## config.mk

```make
export PLATFORM = sky130hd
export DESIGN_NAME = flicker_slew
export DESIGN_NICKNAME = d
export VERILOG_FILES = /design/src/rtl/flicker_slew.sv
export SDC_FILE = /design/constraint.sdc
export NUM_CORES = 1
export LEC_CHECK = 0
export CAP_MARGIN = 20
export CORE_MARGIN = 2
export CORE_UTILIZATION = 45
export DETAILED_ROUTE_END_ITERATION = 10
export DONT_BUFFER_PORTS = 1
export PLACE_DENSITY = 0.56
export SLEW_MARGIN = 25
export SYNTH_ARGS = -nofsm -noshare
export SYNTH_HDL_FRONTEND = slang
export SYNTH_SLANG_ARGS = --single-unit
```

## constraint.sdc

```tcl
create_clock -name clk -period 5 [get_ports clk]
set_input_delay 0.5 -clock clk [delete_from_list [all_inputs] [get_ports clk]]
set_output_delay 0.5 -clock clk [all_outputs]
set_load 0.01 [all_outputs]
```

## src/rtl/flicker_slew.sv

```systemverilog
// Brightness slew limiter: ramps level toward a sampled target by STEP per tick, then dwells HOLD ticks.
// Optional FLICKER_SLEW_GAMMA_EN applies a registered square-law curve to the output level.
module flicker_slew #(
    parameter int STEP = 4,
    parameter int HOLD = 3
) (
    input  logic       clk,
    input  logic       reset,
    input  logic       tick,
    input  logic [7:0] target,
    output logic [7:0] level,
    output logic       busy,
    output logic       settled
);

    typedef enum logic [1:0] {
        ST_IDLE,
        ST_RAMP_UP,
        ST_RAMP_DOWN,
        ST_HOLD
    } state_t;

    localparam logic [8:0] STEP9 = 9'(STEP);
    localparam logic [3:0] HOLD4 = 4'(HOLD);

    state_t     state;
    logic [7:0] lvl;
    logic [7:0] tgt;
    logic [3:0] hold_cnt;

    // Ramp arithmetic at 9 bits so neither direction can wrap past the target.
    logic [8:0] up_sum;
    logic [8:0] down_floor;
    logic       up_reached;
    logic       down_reached;
    logic [7:0] up_next;
    logic [7:0] down_next;

    assign up_sum       = {1'b0, lvl} + STEP9;
    assign down_floor   = {1'b0, tgt} + STEP9;
    assign up_reached   = (up_sum >= {1'b0, tgt});
    assign down_reached = ({1'b0, lvl} <= down_floor);
    assign up_next      = up_reached   ? tgt : up_sum[7:0];
    assign down_next    = down_reached ? tgt : (lvl - STEP9[7:0]);

    // NOTE: all state is updated with non-blocking assignments so every register samples pre-edge values.
    always_ff @(posedge clk) begin
        if (reset) begin
            state    <= ST_IDLE;
            lvl      <= 8'd0;
            tgt      <= 8'd0;
            hold_cnt <= 4'd0;
            busy     <= 1'b0;
            settled  <= 1'b0;
        end else begin
            settled <= 1'b0;
            if (tick) begin
                unique case (state)
                    ST_IDLE: begin
                        tgt <= target;
                        if (target > lvl) begin
                            state <= ST_RAMP_UP;
                            busy  <= 1'b1;
                        end else if (target < lvl) begin
                            state <= ST_RAMP_DOWN;
                            busy  <= 1'b1;
                        end
                    end
                    ST_RAMP_UP, ST_RAMP_DOWN: begin
                        lvl <= (state == ST_RAMP_UP) ? up_next : down_next;
                        if ((state == ST_RAMP_UP) ? up_reached : down_reached) begin
                            if (HOLD4 == 4'd0) begin
                                state   <= ST_IDLE;
                                busy    <= 1'b0;
                                settled <= 1'b1;
                            end else begin
                                state    <= ST_HOLD;
                                hold_cnt <= HOLD4;
                            end
                        end
                    end
                    ST_HOLD: begin
                        hold_cnt <= hold_cnt - 4'd1;
                        if (hold_cnt == 4'd1) begin
                            state   <= ST_IDLE;
                            busy    <= 1'b0;
                            settled <= 1'b1;
                        end
                    end
                    default: state <= ST_IDLE;
                endcase
            end
        end
    end

`ifdef FLICKER_SLEW_GAMMA_EN
    logic [15:0] lvl_sq;
    assign lvl_sq = {8'd0, lvl} * {8'd0, lvl};

    always_ff @(posedge clk) begin
        if (reset) begin
            level <= 8'd0;
        end else begin
            level <= lvl_sq[15:8];
        end
    end
`else
    assign level = lvl;
`endif

endmodule

```

==> results.sh <==
export IMPL_status="finished clean"
export IMPL_antennaDiodeCount=0
export IMPL_min_path_type="input port to flip-flop"
export IMPL_cp_start_kind="flip-flop"
export IMPL_ys_async_sr_fraction=0
export IMPL_tns_ns=0
export IMPL_dp_final_hpwl_um=4040
export IMPL_finalNonFillerCells=302
export IMPL_antenna_left=0
export IMPL_synth_xor_area_share=0.0466
export IMPL_grt_overflow_total=0
export IMPL_finalCritPeriodShare=0.678
export IMPL_synth_edf_count=0
export IMPL_crit_path_end_kind="flip-flop"
export IMPL_dieArea_mm2=0.00515
export IMPL_maxCapViolations=0
export IMPL_rows=24
export IMPL_syn_to_final_growth_pct=2.91
export IMPL_cts_buffers=3
export IMPL_dieHeight_um=71.8
export IMPL_clk_pin_slew_ns=0.09
export IMPL_synth_top_family_by_area="compound AO/OA/AOI/OAI gates"
export IMPL_vias=1756
export IMPL_grt_max_degree=27
export IMPL_crit_fanout=10
export IMPL_crit_family="compound AO/OA/AOI/OAI gates"
export IMPL_vias_per_cell=5.81
export IMPL_htreeDepth=1
export IMPL_wirelength_um=5250
export IMPL_holdWs_ns=0.289
export IMPL_cts_num_sinks=24
export IMPL_cp_buffers_inverters=1
export IMPL_root_buffer="clkbuf_8"
export IMPL_grt_usage=0.224
export IMPL_dp_cells=299
export IMPL_cts_tree="built"
export IMPL_core_mm2=0.00438
export IMPL_routabilityCongestion=0.903
export IMPL_grt_antenna_before_repair=0
export IMPL_synth_cells=256
export IMPL_required_ns=5.17
export IMPL_p_per_area_mw_per_mm2=568
export IMPL_firstDrtPassIters=4
export IMPL_ys_ff_latch=24
export IMPL_layout_drive_gt1_share=0.0680
export IMPL_finalMaxSlewViolations=0
export IMPL_final_nets=293
export IMPL_postCtsSetupBuffers=0
export IMPL_initial_core_util=0.471
export IMPL_grt_pass1_vias=1793
export IMPL_cp_arrival_ns=3.55
export IMPL_ys_types=46
export IMPL_synth_compound_area_frac=0.250
export IMPL_hold_violations=0
export IMPL_clkLatencyLatePin_ns=0.27
export IMPL_slowest_delay_ns=0.61
export IMPL_min_period_ns=3.39
export IMPL_peakVddDrop_mv=0.210
export IMPL_slowest_stage="a2111oi_4"
export IMPL_setup_viol=0
export IMPL_muxShareOfSynthArea=0.0176
export IMPL_path_common_cell="nand3_1"
export IMPL_max_freq_mhz=295
export IMPL_cts_repair_resized=0
export IMPL_worstMarginPinSlew_ns=0.562
export IMPL_drt_first_iter_violations=138
export IMPL_relSlewSlack=0.625
export IMPL_critical_path_class="flip-flop to flip-flop"
export IMPL_die_x_um=71.8
export IMPL_cts_buffer_depth=2
export IMPL_drcViolationCount=0
export IMPL_syn_num_nets=297
export IMPL_yosys_warnings=0
export IMPL_wire_per_inst_um=17.4
export IMPL_port_buffers=0
export IMPL_cellLeakagePower_nw=0.784
export IMPL_synth_fa_ha_area_frac=0.182
export IMPL_syn_area_per_cell_um2=8.07
export IMPL_ys_seq_area_frac=0.232
export IMPL_finalClockSkew_ns=0.00170
export IMPL_synth_simple_gate_area_frac=0.204
export IMPL_crit_chain="inv_1, nor3_1, nand3_1, xnor2_1, ha_1, nand3_1, a211o_1, a2111oi_4, a21o_1, a21boi_4, mux2_4"
export IMPL_pin_count=21
export IMPL_rsz0062_at_grt="no"
export IMPL_synthFlopType="dfxtp_1"
export IMPL_grt_pass1_wl_um=9060
export IMPL_holdBufCountCts=0
export IMPL_synth_cell_area_mm2=0.00207
-- routing by layer --
metal / track usage / part of all wire / vias to the layer above
met4: 0.0587 / 0.014 / 0
met1: 0.311 / 0.48 / 786
met2: 0.358 / 0.45 / 49
li1: - / - / 914
met3: 0.0380 / 0.054 / 7
met5: 0 / 0 / -
-- metrics by stage --
| stage | util | setup slack, ns | area [um^2] | total power [mW] |
|---|---|---|---|---|
| 3_5_place_dp | 0.476 | 1.62 | 2090 | 1.09 |
| 3_3_place_gp | 0.476 | 1.64 | 2090 | 1.09 |
| 5_1_grt | 0.485 | 1.38 | 2130 | 1.33 |
| 2_1_floorplan | - | 2.19 | 2070 | 0.941 |
| 4_1_cts | 0.485 | 1.61 | 2130 | 1.22 |
| 6_report | 0.485 | 1.61 | 2130 | 1.21 |
-- worst paths after layout --
path,from,slack (ns),endpoint,depth (start not counted)
worst max-delay path,tgt[4],1.61,state[1],11
worst min-delay path,reset,0.29,tgt[7],1
worst min register to register,tgt[7],0.48,tgt[7],2
worst max register to register,tgt[4],1.61,state[1],11
-- cell usage in the layout (no fill, tap or decap), drive strengths merged, types with 2 or more instances in the layout --
cell and instances:
and2 2, o21ai 7, or3 2, a21oi 28, nand2 25, o211ai 3
nor3 7, nand3b 2, o221a 2, nand4 2, nor4 2, nor2 9
dfxtp 24, clkbuf 3, nand3 27, nand2b 3, xnor2 10, a21o 3
a31oi 5, inv 25, a2111oi 4, mux2 2, ha 30, a211oi 4
a221oi 2, and3 2, nor2b 3
-- power breakdown --
group | switching (mW) | total (mW) | internal, mW
sequential | 0.0676 | 0.302 | 0.235
combinational | 0.492 | 0.787 | 0.295
clock | 0.0647 | 0.119 | 0.0541
total | 0.624 | 1.21 | 0.584
-- registers in the layout, summed over array words and instances, names as in the netlist --
register / cells
level: 8
tgt: 8
settled: 1
hold_cnt: 4
busy: 1
state: 2
-- synth_stat cells, types with 4 or more instances --
cell / number / share of area
clkbuf_1: 6 / 0.011
ha_1: 30 / 0.18
xnor2_1: 10 / 0.042
a211oi_1: 4 / 0.015
nor3_1: 7 / 0.017
dfxtp_1: 24 / 0.23
inv_1: 25 / 0.045
a31oi_1: 5 / 0.015
nand2_1: 25 / 0.045
nand3_1: 27 / 0.065
a21oi_1: 25 / 0.061
nor2_1: 9 / 0.016
o21ai_0: 4 / 0.0097
-- final cells by class --
class / count / area (um^2)
Fill cell: 428 / 2260
Inverter: 25 / 93.8
Clock buffer: 3 / 41.3
Multi-Input combinational cell: 198 / 1450
Sequential cell: 24 / 480
Tap cell: 52 / 65.1
-- cells by family (layout without fill, tap and decap cells) --
group | Yosys count | count (layout)
AND/OR/NAND/NOR | 87 | 87
AO/OA/AOI/OAI | 67 | 67
buffers and inverters | 34 | 28
adder cells (fa/ha/maj) | 30 | 30
flip-flops | 24 | 24
XOR/XNOR | 11 | 11
multiplexers | 3 | 3
Power figures use the tool's default switching activity.
